File: src/rtl/bcd_timer_pkg.sv
// Shared types, FSM encoding and digit helpers for the BCD timer.
package bcd_timer_pkg;

    typedef logic [3:0] bcd_digit_t;

    typedef enum logic [1:0] {
        STATE_IDLE = 2'd0,
        STATE_RUN  = 2'd1,
        STATE_DONE = 2'd2
    } state_t;

    localparam bcd_digit_t BCD_MAX = 4'd9;
    localparam bcd_digit_t BCD_MIN = 4'd0;

    // Non-decimal nibbles are clamped so the counter never holds an illegal digit.
    function automatic bcd_digit_t bcd_sat(input bcd_digit_t d);
        return (d > BCD_MAX) ? BCD_MAX : d;
    endfunction

endpackage

File: src/rtl/bcd_timer_digit_cell.sv
// One decimal digit of the timer: holds its value and ripples borrow/carry upward.
module bcd_digit_cell
    import bcd_timer_pkg::*;
#(
    parameter logic [3:0] INIT = 4'd0
)(
    input  logic       clk,
    input  logic       resetN,
    input  logic       dir,
    input  logic       step_in,
    input  logic       load,
    input  logic [3:0] load_val,
    output logic       carry_out,
    output logic [3:0] count
);

    logic at_edge;

    // At the edge digit a step rolls over and passes the step to the next digit.
    assign at_edge   = dir ? (count == BCD_MAX) : (count == BCD_MIN);
    assign carry_out = step_in && at_edge;

    always_ff @(posedge clk or negedge resetN) begin
        if (!resetN) begin
            count <= INIT;
        end else if (load) begin
            count <= bcd_sat(load_val);
        end else if (step_in) begin
            if (at_edge)
                count <= dir ? BCD_MIN : BCD_MAX;
            else if (dir)
                count <= count + 4'd1;
            else
                count <= count - 4'd1;
        end
    end

endmodule

File: src/rtl/bcd_timer.sv
// Multi-digit BCD up/down timer with IDLE/RUN/DONE control.
// Optional macro BCD_TIMER_WARN_EN adds WARN_VAL and a registered warn output.
module bcd_timer
    import bcd_timer_pkg::*;
#(
    parameter int                  DIGITS   = 2,
    parameter logic [4*DIGITS-1:0] INIT_VAL = 'h12,
    parameter int                  WRAP     = 0
`ifdef BCD_TIMER_WARN_EN
    ,
    parameter logic [4*DIGITS-1:0] WARN_VAL = 'h03
`endif
)(
    input  logic                clk,
    input  logic                resetN,
    input  logic                loadN,
    input  logic [4*DIGITS-1:0] load_data,
    input  logic                start,
    input  logic                tick,
    input  logic                run_en,
    input  logic                dir,
    output logic [4*DIGITS-1:0] count,
    output logic                tc,
    output logic                done_pulse,
    output logic                running
`ifdef BCD_TIMER_WARN_EN
    ,
    output logic                warn
`endif
);

    localparam logic [1:0] IDLE = STATE_IDLE;
    localparam logic [1:0] RUN  = STATE_RUN;
    localparam logic [1:0] DONE = STATE_DONE;

    logic [1:0]          state;
    logic [4*DIGITS-1:0] term_val;
    logic [4*DIGITS-1:0] pre_term;
    logic                at_term;
    logic                near_term;
    logic                step_en;
    logic [DIGITS-1:0]   step_in;
    logic [DIGITS-1:0]   carry_out;
    logic                unused_carry;

    // pre_term is the value one step short of terminal, so reaching terminal is known a cycle early.
    always_comb begin
        term_val = '0;
        pre_term = '0;
        for (int i = 0; i < DIGITS; i++) begin
            term_val[4*i +: 4] = dir ? BCD_MAX : BCD_MIN;
            pre_term[4*i +: 4] = dir ? BCD_MAX : BCD_MIN;
        end
        pre_term[3:0] = dir ? (BCD_MAX - 4'd1) : (BCD_MIN + 4'd1);
    end

    assign at_term      = (count == term_val);
    assign near_term    = (count == pre_term);
    assign tc           = at_term;
    assign running      = (state == RUN);
    assign unused_carry = carry_out[DIGITS-1];

    assign step_en = (state == RUN) && tick && run_en && loadN
                     && !((WRAP == 0) && at_term);

    genvar gi;
    for (gi = 0; gi < DIGITS; gi++) begin : g_digit
        if (gi == 0) begin : g_first
            assign step_in[gi] = step_en;
        end else begin : g_next
            assign step_in[gi] = carry_out[gi-1];
        end

        bcd_digit_cell #(
            .INIT(INIT_VAL[4*gi +: 4])
        ) u_cell (
            .clk      (clk),
            .resetN   (resetN),
            .dir      (dir),
            .step_in  (step_in[gi]),
            .load     (!loadN),
            .load_val (load_data[4*gi +: 4]),
            .carry_out(carry_out[gi]),
            .count    (count[4*gi +: 4])
        );
    end

    always_ff @(posedge clk or negedge resetN) begin
        if (!resetN) begin
            state      <= IDLE;
            done_pulse <= 1'b0;
        end else if (!loadN) begin
            state      <= IDLE;
            done_pulse <= 1'b0;
        end else begin
            done_pulse <= step_en && near_term;
            case (state)
                IDLE: if (start) state <= RUN;
                RUN:  if ((WRAP == 0) && (at_term || (step_en && near_term))) state <= DONE;
                DONE: state <= DONE;
                default: state <= IDLE;
            endcase
        end
    end

`ifdef BCD_TIMER_WARN_EN
    always_ff @(posedge clk or negedge resetN) begin
        if (!resetN)
            warn <= 1'b0;
        else if (!loadN)
            warn <= 1'b0;
        else
            warn <= (state == RUN) && (dir ? (count >= WARN_VAL) : (count <= WARN_VAL));
    end
`endif

endmodule

File: config.mk
export PLATFORM = sky130hd
export DESIGN_NAME = bcd_timer
export DESIGN_NICKNAME = d
export VERILOG_FILES = /design/src/rtl/bcd_timer_pkg.sv /design/src/rtl/bcd_timer_digit_cell.sv /design/src/rtl/bcd_timer.sv
export SDC_FILE = /design/constraint.sdc
export NUM_CORES = 1
export LEC_CHECK = 0
export CORE_UTILIZATION = 44
export DETAILED_ROUTE_END_ITERATION = 6
export PLACE_DENSITY = 0.76
export SLEW_MARGIN = 0
export SYNTH_ARGS = -nofsm -noshare
export SYNTH_HDL_FRONTEND = slang
export SYNTH_SLANG_ARGS = --single-unit
File: constraint.sdc
create_clock -name clk -period 1.7 [get_ports clk]
set_input_delay 0.34 -clock clk [delete_from_list [all_inputs] [get_ports clk]]
set_output_delay 0.34 -clock clk [all_outputs]
set_load 0.01 [all_outputs]
### After elaboration in Yosys (flattened, before gate mapping)

Index checks and enable logic that the tools add are counted.

* register bits after elaboration: 11
* output and inout bits: 11
* logic and storage cells: 52

* add/subtract/negate cells: 4
* order comparisons: 2
* equality and inequality tests: 10
* muxes and demuxes: 20
* reductions and logical operators: 12

Operator list (number)
* $mux W4: 13
* $eq A8 B8 Y1: 2
* $add A4 B1 Y4 const B: 2
* $eq A4 B4 Y1 const B: 2
* $gt A4 B4 Y1 const B: 2
* $logic_not A4 Y1: 2
* $sub A4 B1 Y4 const B: 2
* $logic_and A1 B1 Y1: 6
* $mux W2: 3
* $pmux W2 S3: 1
* $ne A2 B1 Y1 const B: 2
* $mux W1: 3
* $ne A3 B2 Y1 const B: 1
* $ne A3 B3 Y1 const B: 1
* $eq A2 B1 Y1 const B: 1
* $eq A2 B2 Y1 const B: 1
* $logic_not A2 Y1: 1
* $reduce_and A2 Y1: 1
* $logic_not A1 Y1: 1
* $logic_or A1 B1 Y1: 1

### Longest topological paths before layout

Gate-level depths: netlist (run 1).

* word-level depth: 10
* gate-level depth with buffers: 8
* depth with buffers taken out: 7

### Hierarchy

Synthesis (run 1) repeated with hierarchy kept, for this count alone.

* cell total of the unflattened synthesis: 103
* area total of the unflattened synthesis: 978.4 um^2

Modules (own cells, without submodules)
* bcd_digit_cell: times used 2, cells each 38, area each 364.1 um^2, sequential area each 101.3 um^2
* bcd_timer: times used 1, cells each 27, area each 250.2 um^2, sequential area each 75.1 um^2

### Least setup slack after synthesis (run 1)

No wires, ideal clock.

* path type: in2reg
* start point: input port dir
* end point: register g_digit[0].u_cell.count[3]
* library setup time: 82 ps
* arrival: 1994 ps
* required time: 1618 ps
* slack: -376 ps
* stages on the path: 8
* buffers on the path: 1
* cell sequence: buf_4 -> inv_1 -> ha_1 -> a21oi_1 -> a21oi_1 -> a211o_1 -> a211o_1 -> a31oi_1

* cells in the longest elaborated chain, start to end: 5
* elaborated cells on any way between the ends: 11
* classes of those cells: 2 x eq/ne; 7 x mux; 2 x reduce/logical

Ends and longest elaborated chain
* from (decl): line bcd_timer.sv:21 `input logic dir,`
* $mux W4: line bcd_timer.sv:51 `term_val[4*i +: 4] = dir ? BCD_MAX : BCD_MIN;`
* $eq A8 B8 Y1: line bcd_timer.sv:57 `assign at_term = (count == term_val);`
* $logic_not A1 Y1: line bcd_timer.sv:64 `&& !((WRAP == 0) && at_term);`
* $logic_and A1 B1 Y1: line bcd_timer.sv:64
* $ne A2 B1 Y1 (no line)
* to (signal assigned): line bcd_timer_digit_cell.sv:30 `count <= dir ? BCD_MIN : BCD_MAX;`
* to (signal assigned): line bcd_timer_digit_cell.sv:32 `count <= count + 4'd1;`
* to (signal assigned): line bcd_timer_digit_cell.sv:34 `count <= count - 4'd1;`
* to (decl): line bcd_timer_digit_cell.sv:14 `output logic [3:0] count`

Parallel ways exist; a longest one is shown, timed or not. The select of a mux whose other input is x is not followed.
A chain may end at the register's enable or synchronous reset.

### Worst setup path after layout (run 1)

* start point: register g_digit[0].u_cell.count[2]
* end point: register g_digit[0].u_cell.count[3]

* cells in the longest elaborated chain, start to end: 5
* elaborated cells on any way between the ends: 13
* classes of those cells: 2 x add/sub; 3 x eq/ne; 5 x mux; 3 x reduce/logical

Ends and longest elaborated chain
* from (signal assigned): line bcd_timer_digit_cell.sv:27 `count <= bcd_sat(load_val);`
* from (signal assigned): line bcd_timer_digit_cell.sv:30
* from (signal assigned): line bcd_timer_digit_cell.sv:32
* $sub A4 B1 Y4 (tied with other cells): line bcd_timer_digit_cell.sv:34
* $mux W4 or $mux W1 (tied branches): line bcd_timer_digit_cell.sv:31, bcd_timer_digit_cell.sv:20
* $mux W4: line bcd_timer_digit_cell.sv:29 `if (at_edge)`
* $mux W4: line bcd_timer_digit_cell.sv:28 `end else if (step_in) begin`
* $mux W4: line bcd_timer_digit_cell.sv:26 `end else if (load) begin`

Parallel ways exist; a longest one is shown, timed or not. The select of a mux whose other input is x is not followed.

==> flow_summary.yaml, run 1 <==
outcome:
  status: "complete, but fails checks"
  violations: "DRC, setup timing"
cells_and_area:
  post-route-cell-area_um2: 1710
  antenna_cells: 0
  area_growth_pct: 67.4
  drive_gt1_frac: 0.429
  final_nets: 195
global_routing:
  grt_max_degree: 12
  grt_pass1_wl_um: 5030
  grt_usage: 0.267
  grt_pass1_vias: 1148
  antenna_found_initial: 0
  grt.overflow.total: 0
power:
  p_leak_nw: 0.711
  powerDensity_nw_per_um2: 927
  power_mw: 1.58
  ir_drop_mv: 0.689
synth:
  synth_top_area_share: 0.221
  yosysTopAreaCell: "dfrtp_1"
  yosysUniqueCellTypes: 45
  synthTopCellsByCount: "nand2_1, nor2_1, a21oi_1, dfrtp_1"
  synth_edf_count: 0
  synth_top_family_by_area: "compound AO/OA/AOI/OAI gates"
  synth_xor_area_frac: 0.0258
  yosysSeqAreaShare: 0.272
  ys_top_cells_by_area: "dfrtp_1, ha_1, dfstp_2, a21oi_1, nand2_1"
  avgSynthCellArea_um2: 9.02
  yosys.area_share.adder: 0.125
  ys_warn_count: 0
  syn_nets: 137
  synth_area_um2: 1020
  synthMuxAreaShare: 0.0344
  synth_seq_cells: 11
  synth-compound-area-share: 0.297
  synth-simple-area-share: 0.206
  ys.flop_type: "dfrtp_1"
  synthCells: 113
  ys_async_sr_fraction: 1.00
clock_tree:
  clockBufferDepth: 2
  ctsHoldBuffers: 0
  cts-root-buf: "clkbuf_4"
  tritoncts: "yes"
  clk_pin_slew_ns: 0.08
  cts_sinks: 11
  cts_inserted_buffers: 3
  htree_num_levels: 1
  clk_latency_ns: 0.28
placed_design:
  gp_congestion: 0.801
  dp_hpwl_um: 2160
  pre_cts_ws_ns: -0.965
  placed_cell_area_um2: 1510
  portBuffers: 25
setup_path:
  rr_worst_depth: 6
  critical_path_class: "reg -> reg"
  cp.arrival_ns: 2.05
  reg2reg_from: "g_digit[0].u_cell.count[2]$_DFFE_PN0P_"
  cp_num_cells: 6
  crit_path_start: "g_digit[0].u_cell.count[2]$_DFFE_PN0P_"
  crit_fanout: 5
  critPathTopFamily: "compound AO/OA/AOI/OAI gates"
  start_kind: "register"
  critPathBufInv: 0
  required_ns: 1.90
  cpMaxStageDelayCell: "dfrtp_2"
  cp-end-kind: "register"
  path_common_cell: "a211o_1"
  path_cells: "ha_4, nand3_2, and3_4, a211o_1, a211o_1, a31oi_1"
  slowest_delay_ns: 0.46
floorplanning:
  die_h_um: 50.1
  coreArea_um2: 2190
  start_util: 0.465
  num_io_pins: 26
  row_count: 17
  die_x_um: 50.1
  die-area_um2: 2510
routing:
  post_drt_wl_per_cell_um: 17.0
  postRouteAntennaNets: 0
  drt_iter0_drc: 23
  drc: 2
  routed_wirelength_um: 3370
  vias: 1114
  viasPerCell: 5.63
  first_pass_iters: 6
flow_run:
  maxCapViolCount: 0
sta:
  whs_ns: 0.408
  worst_pin_slew_ns: 0.535
  slew_violations: 0
  min_period_over_period: 1.09
  setup_violations: 5
  slew_headroom: 0.642
  fin_ws_ns: -0.150
  fin_worst_skew_ns: 0.00249
  hold_violations: 0
  fmax_mhz: 540
  period_minus_slack_ns: 1.85
  rsz0062_at_grt: "yes"
worst_hold_path:
  hold_path_class: "in -> async"
==> registers in the layout, indices dropped and copies added (netlist names) <==
register and cells:
g_digit.u_cell.count 8, state 2, done_pulse 1
==> cells by family (layout without fill, tap and decap cells) <==
logic type / after synthesis / count (layout)
AO/OA/AOI/OAI: 38 / 38
AND/OR/NAND/NOR: 41 / 41
buffers and inverters: 8 / 65
flip-flops: 11 / 11
multiplexers: 3 / 3
XOR/XNOR: 3 / 3
adder cells (fa/ha/maj): 9 / 9
==> cells in the final DEF, fill, tap and decap left out, types with 3 or more instances in the layout <==
| cell type | Yosys | routed |
|---|---|---|
| buf_6 | 0 | 6 |
| nand3_2 | 1 | 3 |
| dlygate4sd2_1 | 0 | 3 |
| nor2_1 | 11 | 9 |
| nand2_1 | 11 | 11 |
| o21ai_0 | 7 | 6 |
| ha_4 | 0 | 4 |
| nor2b_1 | 3 | 3 |
| buf_4 | 2 | 26 |
| inv_1 | 4 | 3 |
| a21oi_1 | 9 | 4 |
| dfrtp_1 | 9 | 7 |
| a21oi_2 | 1 | 5 |
| clkbuf_4 | 0 | 3 |
| xor2_1 | 3 | 3 |
| ha_1 | 7 | 3 |
| clkdlybuf4s50_1 | 0 | 18 |
==> timing repair <==
item / 4_1_cts / 5_1_grt
pin swaps: 11 / 9
setup buffers: 5 / 2
resized for setup: 25 / 20
gates cloned: 0 / 0
setup endpoints to repair: 16 / 10
==> per-stage QoR <==
step / TNS (ns) / cells / util
2_1_floorplan: -0.450 / 113 / -
3_3_place_gp: -8.30 / 187 / 0.687
3_5_place_dp: -9.04 / 187 / 0.687
4_1_cts: -0.206 / 196 / 0.733
5_1_grt: -0.804 / 198 / 0.779
6_report: -0.354 / 198 / 0.779
==> report_power, final <==
part / total, mW / switching [mW] / internal, mW
registers: 0.379 / 0.0532 / 0.325
clock network: 0.190 / 0.0987 / 0.0911
logic: 1.01 / 0.486 / 0.528
total: 1.58 / 0.637 / 0.945
==> final cells by class <==
cell class | count | area, um^2
tap | 28 | 35.0
fill | 141 | 484
clock buffer | 4 | 26.3
inverter | 4 | 18.8
sequential | 11 | 280
timing repair buffer | 57 | 514
multi-input combinational | 94 | 832
==> layer usage <==
layer / vias to the layer above / share of wire / global-route usage
met5: - / 0 / 0
met4: 0 / 0.037 / 0.133
met3: 12 / 0.030 / 0.0364
met2: 33 / 0.51 / 0.460
met1: 536 / 0.42 / 0.321
li1: 533 / - / -
==> final timing paths <==
| check | endpoint | slack [ns] |
|---|---|---|
| setup / recovery | g_digit[0].u_cell.count[3]$_DFFE_PN0P_ | -0.15 |
| setup reg to reg | g_digit[0].u_cell.count[3]$_DFFE_PN0P_ | -0.15 |
| max in group asynchronous | g_digit[0].u_cell.count[2]$_DFFE_PN0P_ | 0.91 |
| min in group clk | g_digit[1].u_cell.count[3]$_DFFE_PN0P_ | 0.56 |
| hold / removal | g_digit[0].u_cell.count[3]$_DFFE_PN0P_ | 0.41 |
| hold reg to reg | state[1]$_DFFE_PN0P_ | 0.56 |
Note: power is estimated with default switching activity, not from simulation.
==> inputs of run 2 (changes only) <==
- CELL_PAD_IN_SITES_DETAIL_PLACEMENT: unset -> 2
- CELL_PAD_IN_SITES_GLOBAL_PLACEMENT: unset -> 2
- CORE_UTILIZATION: 44 -> 26
- PLACE_DENSITY: 0.76 -> 0.75
==> run 2 against run 1 <==
Net effect:
- the flow finishes with violations (setup timing)
- combinational power grew 16%
- clock power grew 48%
- sequential share of layout area shrank 1.5 points
- utilization shrank 27 points
- via count grew 3.1%
- worst setup slack lost 0.029 ns
- maximum frequency shrank 1.5%
- final cell count grew 14%
- critical path depth grew 1
- routed wire length grew 42%
- highest routed layer unchanged
==> flow_summary.yaml, run 2 (synthesis results as in run 1) <==
outcome:
  status: "complete, but fails checks"
  violations: "setup timing"
routing:
  first_pass_iters: 4
  viasPerCell: 5.11
  post_drt_wl_per_cell_um: 21.2
  vias: 1149
  postRouteAntennaNets: 0
  drt_iter0_drc: 53
  routed_wirelength_um: 4780
  drc: 0
cells_and_area:
  largest_reg_flops: 8
  drive_gt1_frac: 0.492
  mostFrequentLayoutCells: "buf_4, clkdlybuf4s50_1, nand2_1, buf_6"
  post-route-cell-area_um2: 1880
  final_nets: 202
  fillCellCount: 400
  top_regs: "g_digit.u_cell.count (8), state (2), done_pulse (1)"
  area_growth_pct: 83.9
  antenna_cells: 0
  largest-register: "g_digit.u_cell.count"
  final_common_cell: "buf_4"
global_routing:
  grt_pass1_vias: 1278
  grt_use_met1: 0.274
  grtUsageMet2: 0.388
  grt_pass1_wl_um: 6790
  grt_usage: 0.223
  grt_max_degree: 19
  grt.busiest_layer: "met2"
  use_met3: 0.0282
  antenna_found_initial: 0
  grt.overflow.total: 0
power:
  pwr-share-seq: 0.211
  pwr-share-clk: 0.153
  ir_drop_mv: 0.449
  combPwrFrac: 0.635
  switching_share: 0.413
  p_leak_nw: 0.767
  power_mw: 1.84
  p_switching_mw: 0.761
  powerDensity_nw_per_um2: 982
  intPower_mw: 1.08
setup_path:
  critical_path_class: "reg -> reg"
  critPathTopFamily: "compound AO/OA/AOI/OAI gates"
  required_ns: 1.86
  start_kind: "register"
  cp-end-kind: "register"
  path_cells: "ha_4, a21oi_4, buf_4, a21oi_1, o21ai_0, a211o_1, a31oi_1"
  cpMaxStageDelayCell: "dfrtp_2"
  slowest_delay_ns: 0.47
  critPathBufInv: 1
  cp.arrival_ns: 2.04
  crit_fanout: 5
floorplanning:
  coreArea_um2: 3720
  die-area_um2: 4180
  row_count: 22
  start_util: 0.274
  num_io_pins: 26
  die_x_um: 64.6
  die_h_um: 64.6
clock_tree:
  clockBufferDepth: 2
  cts_sinks: 11
  cts_inserted_buffers: 3
  ctsHoldBuffers: 0
  cts-root-buf: "clkbuf_8"
  tritoncts: "yes"
  clk_pin_slew_ns: 0.06
  clk_latency_ns: 0.25
  htree_num_levels: 1
sta:
  fin_ws_ns: -0.179
  tns_ns: -0.829
  fmax_mhz: 532
  slew_violations: 0
  fin_worst_skew_ns: 0.00523
  worst_pin_slew_ns: 0.575
  slew_headroom: 0.616
  setup_violations: 10
  period_minus_slack_ns: 1.88
  whs_ns: 0.457
  min_period_over_period: 1.11
  hold_violations: 0
  rsz0062_at_grt: "yes"
worst_hold_path:
  hold_path_class: "in -> async"
placed_design:
  pre_cts_ws_ns: -0.966
  portBuffers: 25
  placed_cell_area_um2: 1570
  dp_hpwl_um: 3030
  gp_congestion: 0.786
flow_run:
  maxCapViolCount: 0
==> run 2: final timing paths <==
kind / start / endpoint / slack, ns / cells past startpoint
hold / removal: resetN / g_digit[1].u_cell.count[3]$_DFFE_PN0P_ / 0.46 / 1
setup reg to reg: g_digit[0].u_cell.count[2]$_DFFE_PN0P_ / g_digit[0].u_cell.count[3]$_DFFE_PN0P_ / -0.18 / 7
min in group clk: state[1]$_DFFE_PN0P_ / state[1]$_DFFE_PN0P_ / 0.58 / 2
setup / recovery: g_digit[0].u_cell.count[2]$_DFFE_PN0P_ / g_digit[0].u_cell.count[3]$_DFFE_PN0P_ / -0.18 / 7
max in group asynchronous: resetN / g_digit[0].u_cell.count[2]$_DFFE_PN0P_ / 0.83 / 1
hold reg to reg: state[1]$_DFFE_PN0P_ / state[1]$_DFFE_PN0P_ / 0.58 / 2
==> run 2: repair_timing <==
action | in CTS | in global routing
gates resized for setup | 31 | 30
gates cloned | 0 | 0
setup endpoints to repair | 15 | 14
setup buffers | 5 | 5
pin swaps | 13 | 5
==> run 2: area by class of cell <==
type / instances / area (um^2) / share of cell area
tap: 48 / 60.1 / 0.0320
sequential: 11 / 279 / 0.149
clock buffer: 4 / 45.0 / 0.0240
timing repair buffer: 64 / 588 / 0.314
multi-input combinational: 94 / 885 / 0.472
inverter: 4 / 18.8 / 0.0100
==> run 2: per-layer routing <==
layer / vias up / share of wire
met4: 0 / 0.022
met5: - / 0
met1: 582 / 0.44
li1: 540 / -
met3: 8 / 0.015
met2: 19 / 0.52
==> run 2: power by group through the flow <==
| stage | registers [mW] | clock network [mW] | logic, mW |
|---|---|---|---|
| floorplan | 0.406 | 0 | 0.462 |
| global placement | 0.374 | 0 | 0.867 |
| detailed placement | 0.383 | 0 | 0.928 |
| CTS | 0.377 | 0.279 | 1.00 |
| global route | 0.395 | 0.298 | 1.25 |
| finish | 0.389 | 0.282 | 1.17 |
==> run 2: stage by stage <==
stage | instances | util
6_report | 225 | 0.505
3_5_place_dp | 211 | 0.423
2_1_floorplan | 113 | -
4_1_cts | 220 | 0.465
5_1_grt | 225 | 0.505
3_3_place_gp | 211 | 0.423
==> inputs of run 3 (changes only) <==
- GPL_TIMING_DRIVEN: unset -> 0
==> run 3 against run 2 <==
Net effect:
- hold slack better by 0.030 ns
- the run still ends with setup timing left
- sequential power is 6.9% higher
- final cell count is 2.7% lower
==> flow_summary.yaml, run 3 (synthesis results as in run 1) <==
outcome:
  status: "complete, but fails checks"
  violations: "setup timing"
floorplanning:
  die_h_um: 64.6
  row_count: 22
  num_io_pins: 26
  die_x_um: 64.6
  die-area_um2: 4180
  coreArea_um2: 3720
  start_util: 0.274
power:
  ir_drop_mv: 0.784
  switching_share: 0.420
  p_leak_nw: 0.736
  intPower_mw: 1.07
  combPwrFrac: 0.619
  pwr-share-seq: 0.225
  p_switching_mw: 0.776
  powerDensity_nw_per_um2: 977
  pwr-share-clk: 0.155
global_routing:
  grt_pass1_wl_um: 6710
  grt_usage: 0.222
  grt.overflow.total: 0
  grt_pass1_vias: 1298
  grt_max_degree: 12
  antenna_found_initial: 0
setup_path:
  rr_worst_depth: 6
  required_ns: 1.80
  path_common_cell: "buf_8"
  crit_fanout: 6
  reg2reg_from: "g_digit[0].u_cell.count[2]$_DFFE_PN0P_"
  slowest_delay_ns: 0.31
  start_kind: "input pin"
  cpMaxStageDelayCell: "nor4b_2"
  critical_path_class: "in -> reg"
  crit_path_start: "dir"
  cp-end-kind: "register"
  path_cells: "buf_8, buf_8, clkinvlp_4, buf_6, ha_4, nand3_2, and2_4, a21boi_4, nor4b_2, o22ai_1"
  cp.arrival_ns: 2.05
cells_and_area:
  antenna_cells: 0
  mostFrequentLayoutCells: "buf_4, clkdlybuf4s50_1, buf_6, nand2_1, nor2_1"
  drive_gt1_frac: 0.515
  final_common_cell: "buf_4"
  top_regs: "g_digit.u_cell.count (8), state (2), done_pulse (1)"
  finalCoreUtilization: 0.509
  area_growth_pct: 85.5
  final_nets: 196
  largest_reg_flops: 8
  largest-register: "g_digit.u_cell.count"
sta:
  fin_ws_ns: -0.243
  whs_ns: 0.487
  slew_headroom: 0.575
  worst_pin_slew_ns: 0.635
  slew_violations: 0
  period_minus_slack_ns: 1.94
  setup_violations: 10
  hold_violations: 0
  fmax_mhz: 515
  fin_worst_skew_ns: 0.00311
  min_period_over_period: 1.14
  rsz0062_at_grt: "yes"
clock_tree:
  cts_inserted_buffers: 3
  ctsHoldBuffers: 0
  tritoncts: "yes"
  cts_sinks: 11
  clk_pin_slew_ns: 0.06
  cts-root-buf: "clkbuf_8"
  clockBufferDepth: 2
  clk_latency_ns: 0.25
  htree_num_levels: 1
routing:
  drc: 0
  post_drt_wl_per_cell_um: 22.1
  drt_iter0_drc: 37
  routed_wirelength_um: 4850
  postRouteAntennaNets: 0
  viasPerCell: 5.32
  first_pass_iters: 4
  vias: 1164
placed_design:
  gp_congestion: 0.745
  pre_cts_ws_ns: -1.09
  dp_hpwl_um: 2390
  portBuffers: 24
worst_hold_path:
  hold_path_class: "in -> async"
flow_run:
  maxCapViolCount: 0
-- run 3: changes by cell type in the layout (fill, tap and decap cells not counted), sizes merged --
| cell | before | now |
|---|---|---|
| buf | 42 | 35 |
| clkbuf | 4 | 5 |
| clkdlybuf4s50 | 18 | 19 |
| dlymetal6s2s | 1 | 0 |
-- run 3: per-layer routing --
metal / track usage / routed length (um) / part of all wire / up-vias
li1: - / - / - / 529
met1: 0.251 / 2040 / 0.42 / 600
met2: 0.401 / 2570 / 0.53 / 25
met3: 0.0264 / 103 / 0.021 / 10
met4: 0.119 / 134 / 0.028 / 0
met5: 0 / 0 / 0 / -
-- run 3: final timing paths --
check,endpoint,slack [ns]
max,g_digit[1].u_cell.count[3]$_DFFE_PN0P_,-0.24
min,g_digit[1].u_cell.count[3]$_DFFE_PN0P_,0.49
max reg2reg,g_digit[0].u_cell.count[3]$_DFFE_PN0P_,-0.21
min reg2reg,state[1]$_DFFE_PN0P_,0.58
max in group asynchronous,g_digit[0].u_cell.count[3]$_DFFE_PN0P_,0.76
min in group clk,state[1]$_DFFE_PN0P_,0.58
-- run 3: cell type report --
type	count	area (um^2)
Multi-Input combinational cell	94	937
Timing Repair Buffer	54	510
Buffer	4	36.3
Sequential cell	11	284
Inverter	4	18.8
Fill cell	396	1820
Tap cell	48	60.1
Clock buffer	4	45.0
-- run 3: power groups by stage --
stage                     sequential [mW]  combinational [mW]  clock, mW
after floorplan                     0.406               0.462          0
after global placement              0.404               0.687          0
after detailed placement            0.415               0.724          0
after CTS                           0.396               0.928      0.277
after global routing                0.424                1.22      0.316
final                               0.416                1.14      0.287
-- run 3: worst max-delay path, delay by kind of cell --
kind	cells	cell delay (ns)
adders and majority gates	1	0.30
and+or+nand+nor	3	0.56
AOI/OAI and AO/OA	2	0.30
buffers and inverters	4	0.54
-- run 3: timing repair --
action | CTS | global route
setup buffers | 21 | 9
pin swaps | 15 | 24
setup endpoints to repair | 15 | 11
resized for setup | 41 | 29
-- run 3: through the flow --
| stage | power (mW) | TNS [ns] | instances | cell area [um^2] |
|---|---|---|---|---|
| detailed placement | 1.14 | -8.12 | 185 | 1370 |
| finish | 1.85 | -1.01 | 219 | 1890 |
| floorplan | 0.868 | -0.450 | 113 | 1060 |
| CTS | 1.60 | -0.385 | 210 | 1680 |
| global placement | 1.09 | -7.82 | 185 | 1370 |
| global route | 1.96 | -1.64 | 219 | 1890 |
